**src/rtl/rnd_sequencer_if.sv**
```systemverilog
// Handshake bundle between rnd_sequencer, the LFSR datapath and the hash core.
interface rnd_sequencer_if #(
  parameter int NUM_PAIRS = 4
);

  logic                   start;
  logic                   co_co;
  logic [1:0]             x_out;
  logic                   rnd_ack;
  logic                   x_init;
  logic                   x_en;
  logic                   co_init;
  logic                   co_en;
  logic                   busy;
  logic                   rnd_valid;
  logic [2*NUM_PAIRS-1:0] rnd_word;
  logic                   err;

  modport master (
    input  start, co_co, x_out, rnd_ack,
    output x_init, x_en, co_init, co_en, busy, rnd_valid, rnd_word, err
  );

  modport slave (
    output start, co_co, x_out, rnd_ack,
    input  x_init, x_en, co_init, co_en, busy, rnd_valid, rnd_word, err
  );

endinterface

```
**src/rtl/rnd_sequencer.sv**
```systemverilog
// Control FSM for the LFSR random-number datapath; packs NUM_PAIRS 2-bit samples per word.
// Optional SHIFT-state watchdog with ERR state is enabled by defining RND_WDOG_EN.
module rnd_sequencer #(
  parameter int NUM_PAIRS  = 4,
  parameter int PAIR_CNT_W = 4,
  parameter int TIMEOUT    = 32
) (
  input logic             clk,
  input logic             rst,
  rnd_sequencer_if.master bus
);

  localparam int WORD_W = 2 * NUM_PAIRS;

  typedef enum logic [2:0] {
    IDLE,
    INIT,
    SHIFT,
    CAPT,
    DONE
`ifdef RND_WDOG_EN
    , ERR
`endif
  } state_t;

  state_t                state;
  state_t                state_nxt;
  logic [PAIR_CNT_W-1:0] pair_cnt;
  logic [PAIR_CNT_W:0]   pair_inc;
  logic                  last_pair;
  logic [WORD_W-1:0]     word_q;

  if (NUM_PAIRS < 1 || NUM_PAIRS > 16 || (1 << PAIR_CNT_W) < NUM_PAIRS || TIMEOUT < 1) begin : g_bad_params
    $error("rnd_sequencer: illegal NUM_PAIRS/PAIR_CNT_W/TIMEOUT combination");
  end

  // One extra bit so NUM_PAIRS == 2**PAIR_CNT_W does not wrap before the compare
  assign pair_inc  = {1'b0, pair_cnt} + (PAIR_CNT_W+1)'(1);
  assign last_pair = (pair_inc == (PAIR_CNT_W+1)'(NUM_PAIRS));

`ifdef RND_WDOG_EN
  localparam int WDOG_W = $clog2(TIMEOUT + 1);

  logic [WDOG_W-1:0] wdog_cnt;
  logic              wdog_expired;

  assign wdog_expired = (wdog_cnt == WDOG_W'(TIMEOUT - 1));

  always_ff @(posedge clk or posedge rst) begin
    if (rst)
      wdog_cnt <= '0;
    else if (state == SHIFT)
      wdog_cnt <= wdog_cnt + WDOG_W'(1);
    else
      wdog_cnt <= '0;
  end
`endif

  always_ff @(posedge clk or posedge rst) begin
    if (rst)
      state <= IDLE;
    else
      state <= state_nxt;
  end

  always_comb begin
    state_nxt = state;
    case (state)
      IDLE:  if (bus.start) state_nxt = INIT;
      INIT:  state_nxt = SHIFT;
      SHIFT: begin
        if (bus.co_co)
          state_nxt = CAPT;
`ifdef RND_WDOG_EN
        else if (wdog_expired)
          state_nxt = ERR;
`endif
      end
      CAPT:  state_nxt = last_pair ? DONE : SHIFT;
      DONE:  if (bus.rnd_ack) state_nxt = IDLE;
`ifdef RND_WDOG_EN
      ERR:   if (bus.start) state_nxt = IDLE;
`endif
      default: state_nxt = IDLE;
    endcase
  end

  // Moore decode: every control output is a function of the state register only
  always_comb begin
    bus.x_init    = 1'b0;
    bus.x_en      = 1'b0;
    bus.co_init   = 1'b0;
    bus.co_en     = 1'b0;
    bus.rnd_valid = 1'b0;
    bus.err       = 1'b0;
    bus.busy      = (state != IDLE);
    case (state)
      INIT: begin
        bus.x_init  = 1'b1;
        bus.co_init = 1'b1;
      end
      SHIFT: begin
        bus.x_en  = 1'b1;
        bus.co_en = 1'b1;
      end
      CAPT:  bus.co_init   = 1'b1;
      DONE:  bus.rnd_valid = 1'b1;
`ifdef RND_WDOG_EN
      ERR:   bus.err       = 1'b1;
`endif
      default: ;
    endcase
  end

  always_ff @(posedge clk or posedge rst) begin
    if (rst)
      pair_cnt <= '0;
    else if (state == IDLE && bus.start)
      pair_cnt <= '0;
    else if (state == CAPT)
      pair_cnt <= pair_inc[PAIR_CNT_W-1:0];
  end

  // Slot 0 lands in the MSBs; the word is kept after DONE until the next capture
  always_ff @(posedge clk or posedge rst) begin
    if (rst) begin
      word_q <= '0;
    end else if (state == CAPT) begin
      for (int k = 0; k < NUM_PAIRS; k++) begin
        if (pair_cnt == PAIR_CNT_W'(k))
          word_q[WORD_W-1-2*k -: 2] <= bus.x_out;
      end
    end
  end

  assign bus.rnd_word = word_q;

endmodule

```
**src/flat_wrapper.sv**
```systemverilog
// flat-port wrapper written by rule: the top's interface ports become plain ports
module rnd_sequencer_flat 
#(
  parameter int NUM_PAIRS  = 4,
  parameter int PAIR_CNT_W = 4,
  parameter int TIMEOUT    = 32
)
  (clk, rst, bus_start, bus_co_co, bus_x_out, bus_rnd_ack, bus_x_init, bus_x_en, bus_co_init, bus_co_en, bus_busy, bus_rnd_valid, bus_rnd_word, bus_err);
  rnd_sequencer_if #(.NUM_PAIRS(NUM_PAIRS)) bus_i ();
  input logic clk;
  input logic rst;
  input wire logic [$bits(bus_i.start)-1:0] bus_start;
  input wire logic [$bits(bus_i.co_co)-1:0] bus_co_co;
  input wire logic [$bits(bus_i.x_out)-1:0] bus_x_out;
  input wire logic [$bits(bus_i.rnd_ack)-1:0] bus_rnd_ack;
  output wire logic [$bits(bus_i.x_init)-1:0] bus_x_init;
  output wire logic [$bits(bus_i.x_en)-1:0] bus_x_en;
  output wire logic [$bits(bus_i.co_init)-1:0] bus_co_init;
  output wire logic [$bits(bus_i.co_en)-1:0] bus_co_en;
  output wire logic [$bits(bus_i.busy)-1:0] bus_busy;
  output wire logic [$bits(bus_i.rnd_valid)-1:0] bus_rnd_valid;
  output wire logic [$bits(bus_i.rnd_word)-1:0] bus_rnd_word;
  output wire logic [$bits(bus_i.err)-1:0] bus_err;
  assign bus_i.start = bus_start;
  assign bus_i.co_co = bus_co_co;
  assign bus_i.x_out = bus_x_out;
  assign bus_i.rnd_ack = bus_rnd_ack;
  assign bus_x_init = bus_i.x_init;
  assign bus_x_en = bus_i.x_en;
  assign bus_co_init = bus_i.co_init;
  assign bus_co_en = bus_i.co_en;
  assign bus_busy = bus_i.busy;
  assign bus_rnd_valid = bus_i.rnd_valid;
  assign bus_rnd_word = bus_i.rnd_word;
  assign bus_err = bus_i.err;
  rnd_sequencer #(.NUM_PAIRS(NUM_PAIRS), .PAIR_CNT_W(PAIR_CNT_W), .TIMEOUT(TIMEOUT)) u_core (.clk(clk), .rst(rst), .bus(bus_i));
endmodule
```
**config.mk**
```make
export PLATFORM = sky130hd
export DESIGN_NAME = rnd_sequencer_flat
export DESIGN_NICKNAME = d
export VERILOG_FILES = /design/src/rtl/rnd_sequencer_if.sv /design/src/rtl/rnd_sequencer.sv /design/src/flat_wrapper.sv
export SDC_FILE = /design/constraint.sdc
export NUM_CORES = 1
export LEC_CHECK = 0
export BUFFER_PORTS_ARGS = -buffer_cell sky130_fd_sc_hd__buf_2
export CORE_UTILIZATION = 30
export CTS_BUF_LIST = sky130_fd_sc_hd__clkbuf_4 sky130_fd_sc_hd__clkbuf_8
export DETAILED_ROUTE_END_ITERATION = 10
export PLACE_DENSITY_LB_ADDON = 0.05
export SLEW_MARGIN = 5
export SYNTH_ARGS = -nofsm -noshare
export SYNTH_HDL_FRONTEND = slang
export SYNTH_SLANG_ARGS = --single-unit
```
**constraint.sdc**
```tcl
create_clock -name clk -period 1.99 [get_ports clk]
set_clock_uncertainty 0.05 [all_clocks]
set_input_delay 0.398 -clock clk [delete_from_list [all_inputs] [get_ports clk]]
set_output_delay 0.398 -clock clk [all_outputs]
set_load 0.05 [all_outputs]
```
==> results of run 1 <==
==> flip-flops by register name (all words and copies together) (netlist names) <==
register / cells
u_core.pair_cnt: 4
u_core.bus.rnd_word: 8
u_core.state: 3
==> kinds of logic (layout without fill, tap and decap cells) <==
family | count (synthesis) | after routing | synth area share [%]
buf+inv | 10 | 29 | 7.643
flops | 15 | 15 | 46.80
simple gates | 21 | 21 | 17.63
mux | 10 | 10 | 13.73
compound gates | 9 | 9 | 7.489
fa+ha+maj | 4 | 4 | 6.240
other cells | 1 | 1 | 0.4676
==> layer usage <==
layer / track usage, % / vias to the layer above / part of all wire [%]
met4: 2.632 / 0 / 0.84
met2: 17.08 / 11 / 42
li1: - / 281 / -
met1: 14.85 / 256 / 53
met3: 5.932 / 2 / 4.9
met5: 0 / - / 0
==> timing repair <==
action,CTS,global route
hold buffers,0,0
gates resized for setup,0,1
setup endpoints to repair,0,1
==> layout by cell type (no fill, tap or decap), drive strengths merged <==
| cell type | count |
|---|---|
| buf | 20 |
| dfrtp | 15 |
| mux2 | 8 |
| inv | 5 |
| nor2 | 4 |
| a21oi | 4 |
| ha | 4 |
| clkbuf | 4 |
| and3 | 3 |
| nor2b | 3 |
| mux2i | 2 |
| nor3 | 2 |
| nor3b | 2 |
| a311oi | 2 |
| nand2 | 2 |
| nand3 | 2 |
| o41ai | 1 |
| and4b | 1 |
| o21ai | 1 |
| or3b | 1 |
| o32ai | 1 |
| or3 | 1 |
| conb | 1 |
==> worst max path at each step <==
stage	startpoint	end	slack (ns)	cells after the start
4_1_cts	u_core.state[0]$_DFFE_PP0P_	bus_x_init	0.08	3
5_1_grt	u_core.state[1]$_DFFE_PP0P_	bus_rnd_valid	0.02	4
2_1_floorplan	u_core.state[2]$_DFFE_PP0P_	bus_x_en	-0.02	3
6_report	u_core.state[1]$_DFFE_PP0P_	bus_x_en	0.13	2
3_5_place_dp	u_core.state[0]$_DFFE_PP0P_	u_core.bus.rnd_word[2]$_DFFE_PP0P_	0.29	3
3_3_place_gp	u_core.state[0]$_DFFE_PP0P_	u_core.bus.rnd_word[2]$_DFFE_PP0P_	0.35	3
==> metrics by stage <==
stage,setup TNS (ns),instance area (sq um),instances,worst slack (ns)
after floorplan,-0.02495,817.0,70,-0.02495
after global placement,0,912.1,115,0.3498
after detailed placement,0,912.1,115,0.2859
after CTS,0,942.2,119,0.08470
after global routing,0,943.4,119,0.01571
final,0,943.4,119,0.1297
==> layout make-up <==
cell class	count	area [sq um]	share of cell area (%)
tap	30	37.54	3.979
sequential	15	376.6	39.92
inverter	5	18.77	1.989
clock buffer	4	30.03	3.183
multi-input combinational	45	380.4	40.32
timing repair buffer	20	100.1	10.61
==> worst max-delay path, delay by kind of cell, from the launching register on <==
kind / cells / cell delay [ns]
buffers and inverters: 1 / 0.29
flip-flops: 1 / 0.60
AND/OR/NAND/NOR: 1 / 0.25
==> flow_summary.rst, run 1 <==
.. list-table::
   :header-rows: 1

   * - Metric
     - Value
   * - Number of setup buffers added after CTS
     - 0
   * - CTS clk-pin slew, worst paths
     - approximately 0.090 ns
   * - HP Class
     - input pin to asynchronous set/reset pin
   * - Total count of max-transition violations in the final report
     - 0
   * - CTS sink cnt
     - 15
   * - Total GRT Usage
     - a little under an eighth
   * - Die width
     - 53.71 um
   * - Worst reg-to-reg path cell count
     - 3
   * - Floorplan row count
     - 18
   * - Fraction of synthesized cell area taken by the top area cell type
     - 46.80%
   * - Status
     - finished, final reports clean
   * - Number of failing hold endpoints at the final stage
     - 0
   * - Die Y
     - between 50 and 60 um
   * - Number of filler instances in the final layout
     - 249
   * - Final net count
     - between 100 and 150
   * - Class of the most critical setup path
     - flip-flop to output pin
   * - Internal reg-to-reg setup slack
     - ~0.37 ns
   * - Series of cell instances along the critical path
     - nor3b_2 > buf_2
   * - Highest-delay cell along the critical path
     - dfrtp_1
   * - First-pass GRT wire length
     - about 2300 um
   * - Unrepaired setup endpoints after global routing
     - no
   * - Tightest hold margin
     - about 0.11 ns
   * - Util after Layout
     - a little under two fifths
   * - DRC errors left
     - 0
   * - Area delta synth->final
     - 17.63%
   * - Area of the die
     - 0.002884 sq mm
   * - Launching element type of the critical path
     - flip-flop
   * - Wire length per cell
     - roughly 12 um
   * - Number of distinct standard cells referenced by the synthesized netlist
     - 27
   * - Required time of the critical path
     - 1.54 ns
   * - Final setup fails
     - 0
   * - Seq cells post-synth
     - 15
   * - Root Buffer Master
     - clkbuf_4
   * - Buffers from clock root to sink, at most
     - 2
   * - Clock tree from TritonCTS
     - built
   * - Via count of the first global-routing pass
     - 476
   * - Slowest Stage Delay on Critical Path
     - about 0.60 ns
   * - Max Clock Freq
     - roughly 0.54 GHz
   * - Ys Warns
     - 0
   * - Syn avg cell area
     - about 11 sq um
   * - Initial core utilization
     - 32.08%
   * - Arrival @ worst endpoint
     - ~1.4 ns
   * - Proportion of layout cells with a drive suffix above 1
     - between 40% and 50%
   * - Final worst-path cycle share
     - approximately 93%
   * - Post-route ant nets
     - 0
   * - Slew Limit Headroom
     - 61.09%
   * - Leftover overflow at the end of global routing
     - 0
   * - Violation count after the first detailed-route iteration
     - 8
   * - Number of CTS-inserted buffers
     - 3
   * - Total iterations of the first detailed-routing run
     - 4
   * - Drt via density
     - roughly 4.6
   * - # port buffers
     - 20
   * - Startpoint of the worst-slack reg-to-reg timing path
     - u_core.state[1]$_DFFE_PP0P_
   * - Cells after synthesis
     - 70
   * - Dominant register cell in the synthesized netlist
     - dfrtp_1
   * - Antenna fix cells
     - 0
   * - Placer's final routability congestion estimate
     - 0.7076
   * - H-tree depth
     - 1
   * - Top cells by area in the synthesized netlist
     - dfrtp_1 47%, mux2_2 11%, ha_1 6.2%
   * - Routed vias
     - 550
   * - Number of enable-type register cells in the synthesized netlist
     - 0
   * - Sequential-to-total area share from yosys stat
     - between 40% and 50%
   * - Crit Reg-Reg Endpoint
     - u_core.bus.rnd_word[2]$_DFFE_PP0P_
   * - # IOs
     - 22
   * - Biggest area consumer among synthesized cells
     - dfrtp_1
   * - Later-pin clock latency in the skew report
     - between 0.2 and 0.3 ns
   * - Post-synthesis async set-or-reset flop share
     - between 90% and 100%
   * - Kind of end point of the critical path
     - output pin
   * - Slew at the pin closest to its max-slew limit
     - about 0.58 ns
   * - Cell with the most instances after synthesis
     - dfrtp_1
   * - Area of the core
     - about 0.0025 sq mm
   * - Worst-path maximum fanout
     - 11
   * - Count of max-cap constraint violations
     - 0
   * - Maximum number of pins on one net before global-route repair
     - 16
   * - Time the worst path needs with I/O delays and setup
     - roughly 1.9 ns
   * - Cell area after technology mapping
     - between 800 and 900 sq um
   * - Post-Synthesis Net Count
     - between 80 and 90
   * - Total half-perimeter wirelength after legalization and detailed placement
     - 1058 um
   * - Leading cell types by count after synthesis
     - 15 x dfrtp_1, 8 x mux2_2, 5 x inv_1
   * - Total routed wirelength
     - 1432 um
   * - Initial antenna violation count
     - 0
Power of run 1 is left out: the tool's default activity adds up to more than one toggle a clock period on the data nets, which glitch-free logic cannot reach.
==> inputs of run 2 (changes only) <==
--- a/config.mk
+++ b/config.mk
@@ -6,6 +6,7 @@
 export NUM_CORES = 1
 export LEC_CHECK = 0
 export BUFFER_PORTS_ARGS = -buffer_cell sky130_fd_sc_hd__buf_2
+export CORE_ASPECT_RATIO = 0.6
 export CORE_UTILIZATION = 30
 export CTS_BUF_LIST = sky130_fd_sc_hd__clkbuf_4 sky130_fd_sc_hd__clkbuf_8
 export DETAILED_ROUTE_END_ITERATION = 10
==> flow_summary.rst, run 2 (synthesis gave the netlist of run 1 again) <==
.. list-table::
   :header-rows: 1

   * - Metric
     - Value
   * - Clock tree from TritonCTS
     - built
   * - Total count of max-transition violations in the final report
     - 0 (unchanged)
   * - Placement Cell Area
     - 914.6 sq um (+0.27%)
   * - PostCTS Resize Cnt
     - 0 (unchanged)
   * - # port buffers
     - 20 (unchanged)
   * - Wire length per cell
     - 12.44 um (+3.4%)
   * - Final net count
     - 101 (unchanged)
   * - Total half-perimeter wirelength after legalization and detailed placement
     - 1130 um (+6.8%)
   * - Antenna fix cells
     - 0 (unchanged)
   * - First-pass GRT wire length
     - 2490 um (+9.1%)
   * - Violation count after the first detailed-route iteration
     - 43 (+35)
   * - Placer's final routability congestion estimate
     - 0.6851 (-3.2%)
   * - Launching element type of the critical path
     - flip-flop
   * - Util after Layout
     - 38.19% (+0.46 points)
   * - Die width
     - 68.75 um (+28%)
   * - Count of max-cap constraint violations
     - 0 (unchanged)
   * - Root Buffer Master
     - clkbuf_8
   * - Routed vias
     - 550 (unchanged)
   * - Most frequent cells in the layout
     - 20 x buf_2, 15 x dfrtp_1, 8 x mux2_2
   * - Total iterations of the first detailed-routing run
     - 4 (unchanged)
   * - Via count of the first global-routing pass
     - 472 (-0.84%)
   * - Slew at the pin closest to its max-slew limit
     - 0.6024 ns (+0.01941 ns)
   * - Later-pin clock latency in the skew report
     - 0.25 ns (-0.03 ns)
   * - Area of the die
     - 0.002891 sq mm (+0.23%)
   * - Number of failing hold endpoints at the final stage
     - 0 (unchanged)
   * - Total routed wirelength
     - 1505 um (+5.1%)
   * - Number of setup buffers added after CTS
     - 0 (unchanged)
   * - Arrival @ worst endpoint
     - 1.38 ns (-0.03 ns)
   * - DRC errors left
     - 0 (unchanged)
   * - Number of filler instances in the final layout
     - 265 (+6.4%)
   * - HP Class
     - input pin to asynchronous set/reset pin
   * - Floorplan row count
     - 14 (-4)
   * - Leftover overflow at the end of global routing
     - 0 (unchanged)
   * - Most frequent standard cell in the layout excluding fill and tap cells
     - buf_2
   * - Number of CTS-inserted buffers
     - 3 (unchanged)
   * - Setup crit start
     - u_core.state[0]$_DFFE_PP0P_
   * - Final non-filler cell area
     - 963.4 sq um (+2.1%)
   * - CTS clk-pin slew, worst paths
     - 0.06 ns (-0.03 ns)
   * - Max Clock Freq
     - 0.5478 GHz (+1.9%)
   * - Die Y
     - 42.05 um (-22%)
   * - Post-route ant nets
     - 0 (unchanged)
   * - Unrepaired setup endpoints after global routing
     - no
   * - Drt via density
     - 4.545 (-1.7%)
   * - Kind of end point of the critical path
     - output pin
   * - Total GRT Usage
     - 12.59% (+1.0 points)
   * - Initial antenna violation count
     - 0 (unchanged)
   * - Startpoint of the worst-slack reg-to-reg timing path
     - u_core.state[0]$_DFFE_PP0P_
   * - Time the worst path needs with I/O delays and setup
     - 1.825 ns (-0.03493 ns)
   * - Area of the core
     - 0.002522 sq mm (+0.90%)
   * - Required time of the critical path
     - 1.54 ns (about the same)
   * - H-tree depth
     - 1 (unchanged)
   * - Number of flip-flops under the largest register name
     - 8 (unchanged)
   * - Internal reg-to-reg setup slack
     - 0.30 ns (-0.07 ns)
   * - CTS sink cnt
     - 15 (unchanged)
   * - # IOs
     - 22 (unchanged)
   * - Worst-path maximum fanout
     - 12 (+1)
   * - Hold buffer count at CTS
     - 0 (unchanged)
   * - Maximum number of pins on one net before global-route repair
     - 16 (unchanged)
   * - Slew Limit Headroom
     - 59.79% (-1.3 points)
   * - Area delta synth->final
     - 20.12%
   * - Proportion of layout cells with a drive suffix above 1
     - 46.07% (-1.1 points)
   * - Final setup fails
     - 0 (unchanged)
   * - Buffers from clock root to sink, at most
     - 2 (unchanged)
   * - Status
     - finished, final reports clean
   * - Class of the most critical setup path
     - flip-flop to output pin
   * - Initial core utilization
     - 31.80% (-0.29 points)
   * - Final worst-path cycle share
     - 91.73% (-1.8 points)
## run 2: cell types whose count changed in the layout (fill, tap and decap cells not counted)
cell,change
clkbuf_4,-3
clkbuf_8,+3
dfrtp_1,+1
dfrtp_2,-1
## run 2: routing by layer
layer | track usage (%) | vias to the layer above | routed length (um)
li1 | - | 279 | -
met1 | 20.68 | 259 | 887
met2 | 13.14 | 10 | 529
met3 | 6.522 | 2 | 80
met4 | 3.673 | 0 | 8
met5 | 0 | - | 0
## run 2: path summary, 6_finish.rpt
path                                                            to  depth (start not counted)
worst min register to register  u_core.bus.rnd_word[1]$_DFFE_PP0P_                          1
max in group asynchronous       u_core.bus.rnd_word[7]$_DFFE_PP0P_                          2
worst min-delay path                   u_core.state[0]$_DFFE_PP0P_                          2
worst max register to register  u_core.bus.rnd_word[6]$_DFFE_PP0P_                          3
worst max-delay path                                    bus_x_init                          3
min in group clk                       u_core.state[2]$_DFFE_PP0P_                          2
## run 2: area by class of cell
type | count | area, sq um | area share, %
sequential | 15 | 375.4 | 38.96
clock buffer | 4 | 48.80 | 5.065
tap | 32 | 40.04 | 4.156
inverter | 5 | 18.77 | 1.948
timing repair buffer | 20 | 100.1 | 10.39
multi-input combinational | 45 | 380.4 | 39.48
## run 2: stage by stage
step | instances | setup TNS (ns) | setup slack [ns] | hold WS (ns)
after CTS | 121 | 0 | 0.1454 | 0.1842
after global placement | 117 | 0 | 0.3488 | 0.4335
after global routing | 121 | 0 | 0.08075 | 0.2267
after floorplan | 70 | -0.02495 | -0.02495 | 0.2495
after detailed placement | 117 | 0 | 0.3005 | 0.4412
final | 121 | 0 | 0.1646 | 0.1607
## run 2: critical path, stage by stage, from the launching register on
cell	delay, ns
dfrtp_1	0.53
nor2b_2	0.21
nor2b_4	0.13
buf_2	0.26
Power of run 2 is left out for the same reason.
